--- src/rtl/ram_access_arbiter.sv ---
// Round-robin arbiter sharing one byte-enable simple dual-port RAM between NUM_REQ requesters.
// Reads return on a fixed two-cycle pipeline, tagged with the issuing requester.
module ram_access_arbiter #(
   parameter int unsigned DATA_WIDTH = 32,
   parameter int unsigned ADDR_WIDTH = 10,
   parameter int unsigned NUM_REQ    = 2
) (
   input  logic                             clk,
   input  logic                             rst,
   input  logic [NUM_REQ-1:0]               req_valid,
   output logic [NUM_REQ-1:0]               req_ready,
   input  logic [NUM_REQ-1:0]               req_we,
   input  logic [NUM_REQ*ADDR_WIDTH-1:0]    req_addr,
   input  logic [NUM_REQ*DATA_WIDTH-1:0]    req_wdata,
   input  logic [NUM_REQ*DATA_WIDTH/8-1:0]  req_be,
   output logic [NUM_REQ-1:0]               rsp_valid,
   output logic [DATA_WIDTH-1:0]            rsp_rdata,
   output logic                             ram_wr_en,
   output logic [ADDR_WIDTH-1:0]            ram_wr_addr,
   output logic [DATA_WIDTH-1:0]            ram_wr_data,
   output logic [DATA_WIDTH/8-1:0]          ram_wr_be,
   output logic [ADDR_WIDTH-1:0]            ram_rd_addr,
   input  logic [DATA_WIDTH-1:0]            ram_rd_data
);

   localparam int unsigned BE_WIDTH  = DATA_WIDTH / 8;
   localparam int unsigned PTR_WIDTH = (NUM_REQ > 1) ? $clog2(NUM_REQ) : 1;

   generate
      if ((DATA_WIDTH % 8) != 0) begin : g_bad_data_width
         $error("ram_access_arbiter: DATA_WIDTH must be a multiple of 8");
      end
      if ((NUM_REQ < 2) || (NUM_REQ > 8)) begin : g_bad_num_req
         $error("ram_access_arbiter: NUM_REQ must be in 2..8");
      end
   endgenerate

   logic [PTR_WIDTH-1:0]  ptr_q, ptr_d;
   logic [ADDR_WIDTH-1:0] rd_addr_q, rd_addr_d;
   logic                  tag_vld_q, tag_vld_d;
   logic [PTR_WIDTH-1:0]  tag_id_q, tag_id_d;
   logic [NUM_REQ-1:0]    rsp_valid_q, rsp_valid_d;
   logic [DATA_WIDTH-1:0] rsp_rdata_q, rsp_rdata_d;

   logic                  grant_vld;
   logic [PTR_WIDTH-1:0]  grant_idx;
   logic                  sel_we;
   logic [ADDR_WIDTH-1:0] sel_addr;
   logic [DATA_WIDTH-1:0] sel_wdata;
   logic [BE_WIDTH-1:0]   sel_be;
   logic                  wr_fire;
   logic                  rd_fire;

   // Search upward from ptr, wrapping modulo NUM_REQ; no grant is ever given while in reset.
   always_comb begin
      logic [PTR_WIDTH:0]   sum;
      logic [PTR_WIDTH-1:0] cand;
      grant_vld = 1'b0;
      grant_idx = '0;
      sum       = '0;
      cand      = '0;
      for (int unsigned k = 0; k < NUM_REQ; k++) begin
         sum = {1'b0, ptr_q} + (PTR_WIDTH+1)'(k);
         if (sum >= (PTR_WIDTH+1)'(NUM_REQ)) begin
            sum = sum - (PTR_WIDTH+1)'(NUM_REQ);
         end
         cand = sum[PTR_WIDTH-1:0];
         if (!grant_vld && req_valid[cand]) begin
            grant_vld = 1'b1;
            grant_idx = cand;
         end
      end
      if (rst) begin
         grant_vld = 1'b0;
      end
   end

   always_comb begin
      sel_we    = 1'b0;
      sel_addr  = '0;
      sel_wdata = '0;
      sel_be    = '0;
      for (int unsigned i = 0; i < NUM_REQ; i++) begin
         if (grant_idx == PTR_WIDTH'(i)) begin
            sel_we    = req_we[i];
            sel_addr  = req_addr[i*ADDR_WIDTH +: ADDR_WIDTH];
            sel_wdata = req_wdata[i*DATA_WIDTH +: DATA_WIDTH];
            sel_be    = req_be[i*BE_WIDTH +: BE_WIDTH];
         end
      end
   end

   always_comb begin
      req_ready = '0;
      if (grant_vld) begin
         req_ready[grant_idx] = 1'b1;
      end
      wr_fire = grant_vld & sel_we;
      rd_fire = grant_vld & ~sel_we;
   end

   assign ram_wr_en   = wr_fire;
   assign ram_wr_addr = sel_addr;
   assign ram_wr_data = sel_wdata;
   assign ram_wr_be   = sel_be;
   assign ram_rd_addr = rd_fire ? sel_addr : rd_addr_q;
   assign rsp_valid   = rsp_valid_q;
   assign rsp_rdata   = rsp_rdata_q;

   always_comb begin
      ptr_d = ptr_q;
      if (grant_vld) begin
         ptr_d = (grant_idx == PTR_WIDTH'(NUM_REQ - 1)) ? '0 : grant_idx + 1'b1;
      end
      rd_addr_d = ram_rd_addr;
      // Stage 1 tags the read issued this cycle; stage 2 captures RAM data one cycle later.
      tag_vld_d = rd_fire;
      tag_id_d  = grant_idx;
      rsp_valid_d = '0;
      if (tag_vld_q) begin
         rsp_valid_d[tag_id_q] = 1'b1;
      end
      rsp_rdata_d = tag_vld_q ? ram_rd_data : rsp_rdata_q;
   end

   always_ff @(posedge clk or posedge rst) begin
      if (rst) begin
         ptr_q       <= '0;
         rd_addr_q   <= '0;
         tag_vld_q   <= 1'b0;
         tag_id_q    <= '0;
         rsp_valid_q <= '0;
         rsp_rdata_q <= '0;
      end else begin
         ptr_q       <= ptr_d;
         rd_addr_q   <= rd_addr_d;
         tag_vld_q   <= tag_vld_d;
         tag_id_q    <= tag_id_d;
         rsp_valid_q <= rsp_valid_d;
         rsp_rdata_q <= rsp_rdata_d;
      end
   end

endmodule

--- config.mk ---
export PLATFORM = sky130hd
export DESIGN_NAME = ram_access_arbiter
export DESIGN_NICKNAME = d
export VERILOG_FILES = /design/src/rtl/ram_access_arbiter.sv
export SDC_FILE = /design/constraint.sdc
export NUM_CORES = 1
export LEC_CHECK = 0
export ABC_CLOCK_PERIOD_IN_PS = 4000
export CAP_MARGIN = 40
export CORE_UTILIZATION = 33
export DETAILED_ROUTE_END_ITERATION = 12
export PLACE_DENSITY_LB_ADDON = 0.3
export RECOVER_POWER = 25
export SLEW_MARGIN = 20
export SYNTH_ARGS = -nofsm -noshare
export SYNTH_HDL_FRONTEND = slang
export SYNTH_SLANG_ARGS = --single-unit
--- constraint.sdc ---
create_clock -name clk -period 4 [get_ports clk]
set_clock_uncertainty 0.15 [all_clocks]
set_input_delay 0.8 -clock clk [delete_from_list [all_inputs] [get_ports clk]]
set_output_delay 0.8 -clock clk [all_outputs]
set_load 0.03 [all_outputs]
==> impl_metrics.py, run 1 <==
metrics = {
    "worst_setup_path": {
        "cpPeakStageDelay_ns": 0.62,
        "timing.rr.start": "tag_vld_q",
        "crit_type": "in2out",
        "timing.rr.end": "rsp_rdata[8]",
        "startpoint": "req_valid[0]",
        "cp_num_cells": 8,
        "endpoint_kind": "primary output",
        "cp.required_ns": 3.05,
        "cp-endpoint": "ram_rd_addr[6]",
        "cp_slowest_cell": "clkdlybuf4s50_1",
        "r2r_slack_ns": 1.98,
        "crit_chain": "clkdlybuf4s50_1, nand2b_1, nand2_2, inv_1, a32oi_2, buf_12, mux2_2, clkdlybuf4s50_1",
        "cpMostUsedCell": "clkdlybuf4s50_1",
        "crit_arrival_ns": 2.91,
        "crit_fanout": 11,
        "crit_family": "buffers and inverters",
        "rr_worst_depth": 2,
        "cp-start-kind": "primary input",
        "path_buf_inv": 4,
    },
    "drt": {
        "firstDrtPassIters": 4,
        "num_vias": 2531,
        "drtIter0Drc": 43,
        "ant_nets": 0,
        "drc": 0,
        "wirelength_um": 8150,
        "viasPerCell": 4.51,
        "avgRoutedWirePerCell_um": 14.5,
    },
    "clock_network": {
        "cts_buffer_depth": 2,
        "htreeDepth": 2,
        "cts-buffers-inserted": 5,
        "cts_num_sinks": 47,
        "tritoncts": "done",
        "holdBufCountCts": 0,
        "cts_setup_buffers": 0,
        "cts.clk_slew.worst_paths_ns": 0.09,
        "cts_resized": 0,
        "cts_root_buf": "clkbuf_8",
        "clock_latency_ns": 0.29,
    },
    "global_route": {
        "grt_max_degree": 50,
        "grt_use_total_pct": 21.3,
        "antenna_found_initial": 0,
        "grt_pass1_vias": 2546,
        "grt_pass1_wl_um": 12300,
        "grt_overflow": 0,
    },
    "pwr": {
        "max-vdd-ir-drop_uv": 161,
        "p_total_mw": 2.07,
        "leakagePower_nw": 2.19,
        "power.density_nw_per_um2": 435,
    },
    "worst_hold_path": {
        "whs_path_depth": 1,
        "hp-start": "tag_id_q",
        "hold_class": "reg2reg",
    },
    "placed_design": {
        "gp_congestion": 0.766,
        "placed_cell_area_um2": 4650,
        "io_buffers": 222,
        "dp_hpwl_um": 6550,
    },
    "layout": {
        "register_area_um2": 1180,
        "fillers": 563,
        "drive_above_1_share_pct": 25.2,
        "final_common_cell": "clkdlybuf4s50_1",
        "fin_nets": 594,
        "final_cell_mix": "177 x clkdlybuf4s50_1, 109 x nand2_1, 51 x buf_4",
        "multi_input_area_um2": 1110,
        "area_growth_syn_to_layout_pct": 99.7,
        "fin_area_um2": 4760,
        "diodes": 0,
    },
    "logic_synthesis": {
        "ys_ff_latch": 47,
        "avgSynthCellArea_um2": 10.0,
        "yosysUniqueCellTypes": 19,
        "synth.cell_area_um2": 2380,
        "yosysWarnings": 0,
        "synth_seq_area_share_pct": 49.4,
        "synth_fp_nets": 368,
        "syn_inst": 238,
    },
    "timing": {
        "setup_violations": 0,
        "period_share_pct": 96.5,
        "slew_headroom_pct": 17.8,
        "period_needed_ns": 3.86,
        "fmax_mhz": 259,
        "slew_viol_final": 0,
        "setup_tns_ns": 0,
        "worst_pin_slew_ns": 1.23,
        "rsz0062_at_grt": "false",
        "hold_viol": 0,
    },
    "floorplanning": {
        "design.core.area_um2": 6870,
        "dieArea_um2": 7560,
        "rows": 30,
        "die_x_um": 87.0,
        "die_y_um": 87.0,
        "initial_core_util_pct": 34.7,
        "ios": 223,
    },
    "outcome": {
        "outcome": "completed",
    },
    "run": {
        "cap_violations": 0,
    },
}
-- cell usage after synthesis --
cell,instances,area share (%)
a21oi_1,1,0.21
a31oi_1,1,0.26
a32oi_1,1,0.37
a32oi_2,1,0.68
and2_1,1,0.26
and3_1,1,0.26
buf_2,7,1.5
buf_4,4,1.3
buf_6,1,0.47
clkbuf_1,2,0.32
dfrtp_1,47,49
inv_1,3,0.47
mux2_2,43,20
mux2_4,9,5.7
nand2_1,109,17
nand2_2,1,0.26
nand2b_1,1,0.26
nor2_1,4,0.63
nor2b_1,1,0.26
-- how the worst min path moves through the flow --
stage	endpoint	slack, ns
after floorplan	rsp_valid[0]	0.24
after global placement	rsp_valid[0]	0.25
after detailed placement	rsp_valid[0]	0.27
after CTS	rsp_valid[0]	0.29
after global routing	rsp_valid[0]	0.31
final	rsp_valid[0]	0.28
-- area by class of cell --
cell class              count  area share, %
repair buffers            233           46.7
flip-flops and latches     47           24.7
multi-input cells         174           23.4
well taps                  96           2.52
clock buffers               5           1.45
clock inverters             3          0.973
inverters                   3          0.237
-- registers in the layout, summed over array words and instances, names as in the netlist --
register	count
rsp_rdata	32
rd_addr_q	10
rsp_valid	2
ptr_q	1
tag_id_q	1
tag_vld_q	1
-- report_power, final --
group          internal, mW  leakage, nW  switching, mW  total [mW]
clock                 0.188       0.0548          0.170       0.358
combinational         0.511         1.58          0.549        1.06
sequential            0.590        0.558         0.0587       0.649
-- kinds of logic (layout without fill, tap and decap cells) --
logic type,after synthesis,count (layout),share of synthesized area (%)
muxes,52,52,26.0
AOI/OAI and AO/OA,4,4,1.52
DFF,47,47,49.4
and+or+nand+nor,118,118,19.1
buffers and inverters,17,244,3.99
-- per-stage QoR --
stage	util (%)	setup WS (ns)	hold WS, ns	instances
finish	69.3	0.142	0.285	561
global route	69.3	0.0685	0.314	561
CTS	69.4	0.133	0.289	561
detailed placement	67.7	0.135	0.275	553
global placement	67.7	0.138	0.254	553
floorplan	-	0.738	0.245	238
-- worst reg2reg max path: stages (launching register included) --
cell and delay [ns]:
dfrtp_1 1.17, clkbuf_1 0.25, mux2_2 0.35
-- metal layers --
metal / part of all wire [%] / vias to the layer above / track usage, %
li1: - / 1218 / -
met1: 35 / 1175 / 23.1
met2: 54 / 128 / 39.6
met3: 9.1 / 10 / 6.64
met4: 1.8 / 0 / 6.36
met5: 0 / - / 0
No activity file was read; power rests on OpenSTA's default activity.
==> inputs of run 2 (changes only) <==
Settings changed: REMOVE_ABC_BUFFERS set to 1.
==> run 2 against run 1 <==
The run now ends with max-capacitance violations, max-slew violations left; sequential share of layout area is 0.14 points lower; register-to-register slack worse by 0.24 ns; global-route usage is 0.44 points higher; utilization is 0.40 points higher; clock power is 1% lower; critical endpoint is now ram_wr_addr[9].
==> impl_metrics.py, run 2 (synthesized netlist as in run 1, its figures left out) <==
metrics = {
    "pwr": {
        "leakagePower_nw": 2.29,
        "max-vdd-ir-drop_uv": 189,
        "power.density_nw_per_um2": 429,
    },
    "timing": {
        "period_needed_ns": 3.61,
        "setup_violations": 0,
        "slew_headroom_pct": -13.3,
        "worst_pin_slew_ns": 1.70,
        "setup_tns_ns": 0,
        "holdWs_ns": 0.274,
        "period_share_pct": 90.2,
        "rsz0062_at_grt": "false",
        "slew_viol_final": 35,
        "fmax_mhz": 277,
        "hold_viol": 0,
    },
    "global_route": {
        "grt_max_degree": 50,
        "grt_overflow": 0,
        "grt_pass1_vias": 2604,
        "antenna_found_initial": 0,
        "grt_use_total_pct": 21.8,
        "grt_pass1_wl_um": 12500,
    },
    "worst_setup_path": {
        "cpMostUsedCell": "clkdlybuf4s50_1",
        "cpPeakStageDelay_ns": 0.61,
        "path_buf_inv": 3,
        "crit_arrival_ns": 2.66,
        "crit_fanout": 15,
        "cp-start-kind": "primary input",
        "startpoint": "req_valid[0]",
        "cp.required_ns": 3.05,
        "crit_family": "buffers and inverters",
        "cp_slowest_cell": "clkdlybuf4s50_1",
        "crit_type": "in2out",
        "timing.rr.start": "tag_vld_q",
        "crit_chain": "clkdlybuf4s50_1, nand2b_1, nand2_2, buf_12, mux2_2, clkdlybuf4s50_1",
        "endpoint_kind": "primary output",
    },
    "clock_network": {
        "cts_buffer_depth": 2,
        "cts-buffers-inserted": 5,
        "htreeDepth": 2,
        "clock_latency_ns": 0.29,
        "cts.clk_slew.worst_paths_ns": 0.08,
        "tritoncts": "done",
        "cts_num_sinks": 47,
        "holdBufCountCts": 0,
        "cts_root_buf": "clkbuf_8",
    },
    "floorplanning": {
        "rows": 30,
        "die_y_um": 87.0,
        "design.core.area_um2": 6870,
        "ios": 223,
        "dieArea_um2": 7560,
        "die_x_um": 87.0,
        "initial_core_util_pct": 34.7,
    },
    "layout": {
        "final_cell_mix": "165 x clkdlybuf4s50_1, 109 x nand2_1, 50 x buf_4",
        "fin_nets": 593,
        "final_core_util_pct": 69.7,
        "diodes": 0,
        "largest_reg_flops": 32,
        "fillers": 553,
        "drive_above_1_share_pct": 25.2,
        "final_common_cell": "clkdlybuf4s50_1",
        "area_growth_syn_to_layout_pct": 101,
    },
    "placed_design": {
        "gp_congestion": 0.887,
        "io_buffers": 222,
        "dp_hpwl_um": 6800,
    },
    "outcome": {
        "violations": "max-capacitance violations, max-slew violations",
        "outcome": "finished, violations left",
    },
    "worst_hold_path": {
        "hold_class": "reg2reg",
        "hp-start": "tag_id_q",
    },
    "drt": {
        "drtIter0Drc": 58,
        "viasPerCell": 4.51,
        "ant_nets": 0,
        "wirelength_um": 8280,
        "firstDrtPassIters": 4,
        "drc": 0,
        "avgRoutedWirePerCell_um": 14.8,
        "num_vias": 2527,
    },
    "run": {
        "cap_violations": 1,
    },
}
==> run 2: cell type report <==
| type | instances | area (µm²) | area share, % |
|---|---|---|---|
| inverter | 3 | 11.3 | 0.235 |
| clock buffer | 5 | 68.8 | 1.44 |
| multi-input combinational | 174 | 1110 | 23.2 |
| tap | 96 | 120 | 2.51 |
| clock inverter | 3 | 46.3 | 0.968 |
| timing repair buffer | 232 | 2250 | 47.0 |
| sequential | 47 | 1180 | 24.6 |
==> run 2: metal layers <==
layer / vias up / track usage (%) / wire length [µm]
met5: - / 0 / 0
met4: 0 / 7.42 / 229
met3: 14 / 10.3 / 955
met2: 139 / 38.4 / 4170
met1: 1161 / 22.6 / 2920
li1: 1213 / - / -
==> run 2: per-stage QoR <==
stage | setup WS (ns) | area, µm² | instances | power [mW]
2_1_floorplan | 0.000954 | 2300 | 224 | 1.21
3_3_place_gp | 0.0717 | 4650 | 552 | 1.71
6_report | 0.391 | 4780 | 560 | 2.05
3_5_place_dp | 0.0636 | 4650 | 552 | 1.73
4_1_cts | 0.0544 | 4770 | 560 | 2.09
5_1_grt | 0.310 | 4780 | 560 | 2.16
==> run 2: final timing paths <==
| path | depth (start not counted) | slack, ns | to |
|---|---|---|---|
| max | 6 | 0.39 | ram_wr_addr[9] |
| min | 1 | 0.27 | rsp_valid[0] |
| max reg2reg | 2 | 1.74 | rsp_rdata[30] |
| min reg2reg | 1 | 0.27 | rsp_valid[0] |
| max in group asynchronous | 3 | 1.64 | rd_addr_q[7] |
| min in group asynchronous | 3 | 1.34 | ptr_q |
==> run 2: worst register-to-register path, cell delays in order, from the launching register on <==
cell and delay, ns:
dfrtp_1 0.33, clkbuf_1 1.22, mux2_2 0.45
==> run 2: power by group <==
part / leakage (nW) / switching, mW / internal [mW]
Combinational: 1.68 / 0.557 / 0.507
Sequential: 0.558 / 0.0479 / 0.590
Clock: 0.0548 / 0.164 / 0.188
Total: 2.29 / 0.769 / 1.29
==> run 2: what timing repair did <==
action                                  in CTS  in global routing
gates resized for setup                      0                 10
endpoints found under the setup margin       0                 10
buffers inserted                             0                  0
==> inputs of run 3 (changes only) <==
Settings changed: HOLD_SLACK_MARGIN set to 0.12, SLEW_MARGIN 20 to unset.
==> results of run 3 <==
No change in the layout: final DEF, timing and power equal those of run 2.
